[src/rtl/counter_arb_pkg.sv]
// Shared types and default widths for the counter access arbiter.
package counter_arb_pkg;

   localparam int unsigned N_REQ_DEF  = 4;
   localparam int unsigned CNT_W_DEF  = 4;
   localparam int unsigned STEP_W_DEF = 4;
   localparam int unsigned CNT_MAX    = (1 << CNT_W_DEF) - 1;

   typedef enum logic [1:0] {
      StIdle,
      StRun,
      StDone
   } arb_state_e;

   // Round-robin successor of a requester index.
   function automatic int unsigned rr_next(input int unsigned idx, input int unsigned n);
      return (idx + 1) % n;
   endfunction

endpackage

[src/rtl/counter_access_arbiter_if.sv]
// Request/grant, counter-drive and completion signals of the counter access arbiter.
interface counter_access_arbiter_if #(
   parameter int unsigned N_REQ  = counter_arb_pkg::N_REQ_DEF,
   parameter int unsigned CNT_W  = counter_arb_pkg::CNT_W_DEF,
   parameter int unsigned STEP_W = counter_arb_pkg::STEP_W_DEF,
   localparam int unsigned IdW   = $clog2(N_REQ)
);

   logic [N_REQ-1:0]        req_valid;
   logic [N_REQ-1:0]        req_up;
   logic [N_REQ*STEP_W-1:0] req_steps;
   logic [N_REQ-1:0]        req_ready;
   logic [CNT_W-1:0]        count;
   logic                    increment;
   logic                    decrement;
   logic                    busy;
   logic                    done_valid;
   logic [IdW-1:0]          done_id;
   logic [STEP_W-1:0]       done_issued;
   logic                    done_clipped;

   // Requesters plus the counter instance.
   modport master (
      output req_valid, req_up, req_steps, count,
      input  req_ready, increment, decrement, busy, done_valid, done_id, done_issued,
             done_clipped
   );

   // The arbiter.
   modport slave (
      input  req_valid, req_up, req_steps, count,
      output req_ready, increment, decrement, busy, done_valid, done_id, done_issued,
             done_clipped
   );

endinterface

[src/rtl/rr_pick.sv]
// Round-robin picker: first set request bit at or after ptr, wrapping.
module rr_pick #(
   parameter int unsigned N     = 4,
   localparam int unsigned IdxW = $clog2(N)
) (
   input  logic [N-1:0]    req,
   input  logic [IdxW-1:0] ptr,
   output logic [N-1:0]    grant,
   output logic [IdxW-1:0] idx,
   output logic            any
);

   // Scan N positions starting at ptr; the first hit wins.
   always_comb begin
      int unsigned j;
      grant = '0;
      idx   = '0;
      any   = 1'b0;
      j     = 0;
      for (int unsigned k = 0; k < N; k++) begin
         j = (32'(ptr) + k) % N;
         if (!any && req[j]) begin
            any      = 1'b1;
            idx      = IdxW'(j);
            grant[j] = 1'b1;
         end
      end
   end

endmodule

[src/rtl/counter_access_arbiter.sv]
// Round-robin arbiter that steps a shared up/down counter on behalf of N requesters.
module counter_access_arbiter #(
   parameter int unsigned N_REQ    = counter_arb_pkg::N_REQ_DEF,
   parameter int unsigned CNT_W    = counter_arb_pkg::CNT_W_DEF,
   parameter int unsigned STEP_W   = counter_arb_pkg::STEP_W_DEF,
   parameter bit          SATURATE = 1'b1
) (
   input logic                     clk,
   input logic                     reset,
   counter_access_arbiter_if.slave bus
);
   import counter_arb_pkg::*;

   localparam int unsigned IdW = $clog2(N_REQ);
   localparam logic [CNT_W-1:0] CntMax = '1;

   arb_state_e        state_q, state_d;
   logic [IdW-1:0]    rr_ptr_q, rr_ptr_d;
   logic [IdW-1:0]    id_q, id_d;
   logic              up_q, up_d;
   logic              clipped_q, clipped_d;
   logic [STEP_W-1:0] steps_q, steps_d;
   logic [STEP_W-1:0] issued_q, issued_d;
   logic [CNT_W-1:0]  shadow_q, shadow_d;

   logic [N_REQ-1:0]  pick_grant;
   logic [IdW-1:0]    pick_idx;
   logic              pick_any;
   logic              sel_up;
   logic [STEP_W-1:0] sel_steps;
   logic              at_limit;
   logic              pulse;

   rr_pick #(
      .N (N_REQ)
   ) u_pick (
      .req   (bus.req_valid),
      .ptr   (rr_ptr_q),
      .grant (pick_grant),
      .idx   (pick_idx),
      .any   (pick_any)
   );

   // Mux out the fields of the requester currently picked.
   always_comb begin
      sel_up    = 1'b0;
      sel_steps = '0;
      for (int unsigned i = 0; i < N_REQ; i++) begin
         if (pick_grant[i]) begin
            sel_up    = bus.req_up[i];
            sel_steps = bus.req_steps[i*STEP_W +: STEP_W];
         end
      end
   end

   // The shadow tracks the counter, so saturation is known before the pulse is driven.
   assign at_limit = SATURATE && (up_q ? (shadow_q == CntMax) : (shadow_q == '0));
   assign pulse    = (state_q == StRun) && !at_limit;

   // Next-state: grant in idle, one step per run cycle, single done cycle.
   always_comb begin
      state_d   = state_q;
      rr_ptr_d  = rr_ptr_q;
      id_d      = id_q;
      up_d      = up_q;
      steps_d   = steps_q;
      shadow_d  = shadow_q;
      issued_d  = issued_q;
      clipped_d = clipped_q;
      unique case (state_q)
         StIdle: begin
            if (pick_any) begin
               id_d      = pick_idx;
               up_d      = sel_up;
               steps_d   = sel_steps;
               shadow_d  = bus.count;
               issued_d  = '0;
               clipped_d = 1'b0;
               rr_ptr_d  = IdW'(rr_next(32'(pick_idx), N_REQ));
               state_d   = (sel_steps == '0) ? StDone : StRun;
            end
         end
         StRun: begin
            if (at_limit) begin
               clipped_d = 1'b1;
               state_d   = StDone;
            end else begin
               shadow_d = up_q ? shadow_q + 1'b1 : shadow_q - 1'b1;
               issued_d = issued_q + 1'b1;
               if (issued_q + 1'b1 == steps_q) state_d = StDone;
            end
         end
         StDone:  state_d = StIdle;
         default: state_d = StIdle;
      endcase
   end

   // State and request registers with synchronous reset.
   always_ff @(posedge clk) begin
      if (reset) begin
         state_q   <= StIdle;
         rr_ptr_q  <= '0;
         id_q      <= '0;
         up_q      <= 1'b0;
         steps_q   <= '0;
         shadow_q  <= '0;
         issued_q  <= '0;
         clipped_q <= 1'b0;
      end else begin
         state_q   <= state_d;
         rr_ptr_q  <= rr_ptr_d;
         id_q      <= id_d;
         up_q      <= up_d;
         steps_q   <= steps_d;
         shadow_q  <= shadow_d;
         issued_q  <= issued_d;
         clipped_q <= clipped_d;
      end
   end

   // Outputs; done fields are zero outside the done cycle.
   always_comb begin
      bus.req_ready    = (state_q == StIdle) ? pick_grant : '0;
      bus.increment    = pulse && up_q;
      bus.decrement    = pulse && !up_q;
      bus.busy         = (state_q != StIdle);
      bus.done_valid   = (state_q == StDone);
      bus.done_id      = (state_q == StDone) ? id_q : '0;
      bus.done_issued  = (state_q == StDone) ? issued_q : '0;
      bus.done_clipped = (state_q == StDone) && clipped_q;
   end

endmodule

[src/flat_wrapper.sv]
// flat-port wrapper written by rule: the top's interface ports become plain ports
module counter_access_arbiter_flat import counter_arb_pkg::*;
#(
   parameter int unsigned N_REQ    = counter_arb_pkg::N_REQ_DEF,
   parameter int unsigned CNT_W    = counter_arb_pkg::CNT_W_DEF,
   parameter int unsigned STEP_W   = counter_arb_pkg::STEP_W_DEF,
   parameter bit          SATURATE = 1'b1
)
  (clk, reset, bus_req_valid, bus_req_up, bus_req_steps, bus_count, bus_req_ready, bus_increment, bus_decrement, bus_busy, bus_done_valid, bus_done_id, bus_done_issued, bus_done_clipped);
  counter_access_arbiter_if #(.N_REQ(N_REQ), .CNT_W(CNT_W), .STEP_W(STEP_W)) bus_i ();
  input logic clk;
  input logic reset;
  input wire logic [$bits(bus_i.req_valid)-1:0] bus_req_valid;
  input wire logic [$bits(bus_i.req_up)-1:0] bus_req_up;
  input wire logic [$bits(bus_i.req_steps)-1:0] bus_req_steps;
  input wire logic [$bits(bus_i.count)-1:0] bus_count;
  output wire logic [$bits(bus_i.req_ready)-1:0] bus_req_ready;
  output wire logic [$bits(bus_i.increment)-1:0] bus_increment;
  output wire logic [$bits(bus_i.decrement)-1:0] bus_decrement;
  output wire logic [$bits(bus_i.busy)-1:0] bus_busy;
  output wire logic [$bits(bus_i.done_valid)-1:0] bus_done_valid;
  output wire logic [$bits(bus_i.done_id)-1:0] bus_done_id;
  output wire logic [$bits(bus_i.done_issued)-1:0] bus_done_issued;
  output wire logic [$bits(bus_i.done_clipped)-1:0] bus_done_clipped;
  assign bus_i.req_valid = bus_req_valid;
  assign bus_i.req_up = bus_req_up;
  assign bus_i.req_steps = bus_req_steps;
  assign bus_i.count = bus_count;
  assign bus_req_ready = bus_i.req_ready;
  assign bus_increment = bus_i.increment;
  assign bus_decrement = bus_i.decrement;
  assign bus_busy = bus_i.busy;
  assign bus_done_valid = bus_i.done_valid;
  assign bus_done_id = bus_i.done_id;
  assign bus_done_issued = bus_i.done_issued;
  assign bus_done_clipped = bus_i.done_clipped;
  counter_access_arbiter #(.N_REQ(N_REQ), .CNT_W(CNT_W), .STEP_W(STEP_W), .SATURATE(SATURATE)) u_core (.clk(clk), .reset(reset), .bus(bus_i));
endmodule
[config.mk]
export PLATFORM = sky130hd
export DESIGN_NAME = counter_access_arbiter_flat
export DESIGN_NICKNAME = d
export VERILOG_FILES = /design/src/rtl/counter_arb_pkg.sv /design/src/rtl/counter_access_arbiter_if.sv /design/src/rtl/rr_pick.sv /design/src/rtl/counter_access_arbiter.sv /design/src/flat_wrapper.sv
export SDC_FILE = /design/constraint.sdc
export NUM_CORES = 1
export LEC_CHECK = 0
export ABC_AREA = 1
export BUFFER_PORTS_ARGS = -buffer_cell sky130_fd_sc_hd__buf_2
export CAP_MARGIN = 20
export CORE_MARGIN = 3
export CORE_UTILIZATION = 53
export DETAILED_ROUTE_END_ITERATION = 8
export PLACE_DENSITY = 0.81
export SYNTH_ARGS = -nofsm -noshare
export SYNTH_HDL_FRONTEND = slang
export SYNTH_SLANG_ARGS = --single-unit
export TNS_END_PERCENT = 30
[constraint.sdc]
create_clock -name clk -period 2.8 [get_ports clk]
set_clock_uncertainty 0.1 [all_clocks]
set_input_delay 0.14 -clock clk [delete_from_list [all_inputs] [get_ports clk]]
set_output_delay 0.14 -clock clk [all_outputs]
set_load 0.05 [all_outputs]
==> impl_metrics.py <==
metrics = {
    "timing": {
        "worst_slack_ns": 0.225,
        "rsz0062_at_grt": "false",
        "setup_violations": 0,
        "slew_viol_final": 0,
        "hold_violations": 0,
        "fin_hold_ws_ns": 0.0431,
        "period_minus_slack_ns": 2.57,
        "fin_crit_sh": 0.920,
        "slew_headroom": 0.627,
        "worst_pin_slew_ns": 0.558,
        "tns_ns": 0,
        "max_freq_ghz": 0.388,
    },
    "yosys": {
        "ys_warn_count": 0,
        "seq_area_frac_synth": 0.228,
        "synthArstFlopShare": 0,
        "yosysUniqueCellTypes": 36,
        "syn_nets": 312,
        "ys_ff_latch": 20,
        "netlist_area_um2": 1760,
        "synth_flop_cell": "dfxtp_1",
        "synth.avg_cell_area_um2": 6.48,
        "synth_edf_count": 0,
        "synthCells": 271,
    },
    "place": {
        "place_hpwl_um": 3170,
        "dpl_cell_area_um2": 2020,
        "port_buffers": 44,
        "pre_cts_slack_ns": 0.307,
        "numPlacedInstances": 357,
        "place_congestion": 0.953,
    },
    "clock_tree": {
        "clkLatencyLatePin_ns": 0.31,
        "cts_root_buf": "clkbuf_4",
        "numCtsBuffers": 3,
        "cts_tree": "done",
        "ctsLongestPathBuffers": 2,
        "cts.sinks": 20,
        "clkTransAtPathRegs_ns": 0.12,
        "cts-htree-levels": 1,
    },
    "finish": {
        "utilization": 0.682,
        "fin_cells": 363,
        "drive_above_1_share": 0.254,
        "final_cell_area_um2": 2120,
        "final_cell_mix": "nand2_1, buf_2, inv_1",
        "fin_nets": 361,
        "layout_commonest_cell": "nand2_1",
        "syn_to_final_growth_pct": 20.6,
        "n_antenna_cell": 0,
    },
    "route": {
        "drtIter0Drc": 90,
        "drtPass1Iterations": 5,
        "antenna_left": 0,
        "vias_per_cell": 5.01,
        "wl_per_cell_um": 11.3,
        "num_vias": 1817,
        "drc": 0,
        "drt_wl_total_um": 4100,
    },
    "floorplanning": {
        "die-area_um2": 4040,
        "io_pins": 45,
        "fp.coreArea_um2": 3100,
        "die_h_um": 63.6,
        "start_util": 0.566,
        "num_rows": 20,
        "die_x_um": 63.6,
    },
    "job": {
        "maxCapViolations": 0,
    },
    "hold_path": {
        "hold_class": "input port to register",
        "hold_depth": 2,
    },
    "setup_path": {
        "path_max_fanout": 11,
        "endpoint_kind": "primary output",
        "worstSetupStartpointType": "register",
        "cp.arrival_ns": 2.33,
        "required_ns": 2.56,
        "critical_path_class": "register to primary output",
        "worstRegToRegCells": 17,
    },
    "global_route": {
        "grt_max_degree": 13,
        "overflow": 0,
        "grt_usage": 0.210,
        "grt_pass1_vias": 1660,
        "antenna_found_initial": 0,
        "grt_pass1_wl_um": 7120,
    },
    "power_and_ir_drop": {
        "finalPower_mw": 2.55,
        "powerDensity_nw_per_um2": 1210,
        "leakagePower_nw": 1.13,
        "peakVddDrop_v": 0.000621,
    },
    "status": {
        "status": "complete, no violations",
    },
}
[Yosys cell counts (2+ instances only)]
master | instances | area share
a211oi_1 | 2 | 0.0086
a21oi_1 | 26 | 0.074
a21oi_2 | 5 | 0.025
a31oi_1 | 2 | 0.0071
buf_6 | 2 | 0.013
clkbuf_1 | 2 | 0.0043
dfxtp_1 | 20 | 0.23
ha_1 | 10 | 0.071
inv_1 | 41 | 0.088
inv_2 | 5 | 0.011
nand2_1 | 73 | 0.16
nand2_2 | 7 | 0.025
nand3_1 | 11 | 0.031
nand3_2 | 3 | 0.017
nand4_1 | 6 | 0.021
nor2_1 | 16 | 0.034
nor2_4 | 3 | 0.019
o21ai_0 | 12 | 0.034
or2_2 | 2 | 0.0071
xnor2_1 | 3 | 0.015
xor2_1 | 5 | 0.025
[layer usage]
| layer | vias to the layer above | track usage | part of all wire | routed length, µm |
|---|---|---|---|---|
| li1 | 973 | - | - | - |
| met1 | 809 | 0.281 | 0.48 | 1970 |
| met2 | 35 | 0.364 | 0.48 | 1970 |
| met3 | 0 | 0.0321 | 0.038 | 154 |
| met4 | 0 | 0.0270 | 0 | 0 |
| met5 | - | 0 | 0 | 0 |
[what timing repair did]
action,in CTS,in global routing
hold buffers,2,0
resized for setup,0,7
setup endpoints to repair,0,6
buffers inserted,0,0
endpoints found under the hold margin,2,0
[area by class of cell]
cell class / instances / area [µm²]
Multi-Input combinational cell: 201 / 1170
Fill cell: 312 / 986
Sequential cell: 20 / 400
Timing Repair Buffer: 48 / 263
Inverter: 46 / 173
Tap cell: 44 / 55.1
Clock inverter: 1 / 30.0
Clock buffer: 3 / 22.5
[registers in the layout (all words and copies together), names as in the netlist]
signal,flops
u_core.state_q,2
u_core.steps_q,4
u_core.shadow_q,4
u_core.clipped_q,1
u_core.up_q,1
u_core.issued_q,4
u_core.id_q,2
u_core.rr_ptr_q,2
[final timing paths]
path / from / endpoint / slack, ns
setup / recovery: u_core.rr_ptr_q[1] / bus_req_ready[3] / 0.23
hold / removal: reset / u_core.issued_q[3] / 0.04
setup reg to reg: u_core.rr_ptr_q[1] / u_core.state_q[1] / 0.31
hold reg to reg: u_core.issued_q[3] / u_core.issued_q[3] / 0.37
[where the power goes]
group          total [mW]  switching, mW  internal [mW]
registers           0.471         0.0870          0.384
logic                1.84           1.24          0.603
clock network       0.238         0.0937          0.145
total                2.55           1.42           1.13
[worst max-delay path: stages (launching register included)]
cell and delay (ns):
dfxtp_1 0.36, inv_1 0.11, ha_1 0.35, inv_2 0.11, nand3_1 0.08, nand2_1 0.15
nand2_2 0.09, nor2_4 0.15, nand2_2 0.09, nand4_4 0.19, nand2_1 0.07, inv_1 0.06
clkbuf_4 0.22
[kinds of logic after synthesis]
| kind of cell | synth area share |
|---|---|
| xor+xnor | 0.0399 |
| simple gates | 0.346 |
| fa+ha+maj | 0.0827 |
| buf+inv | 0.115 |
| flops | 0.228 |
| compound gates | 0.182 |
| mux | 0.00570 |
Power figures use the tool's default switching activity.
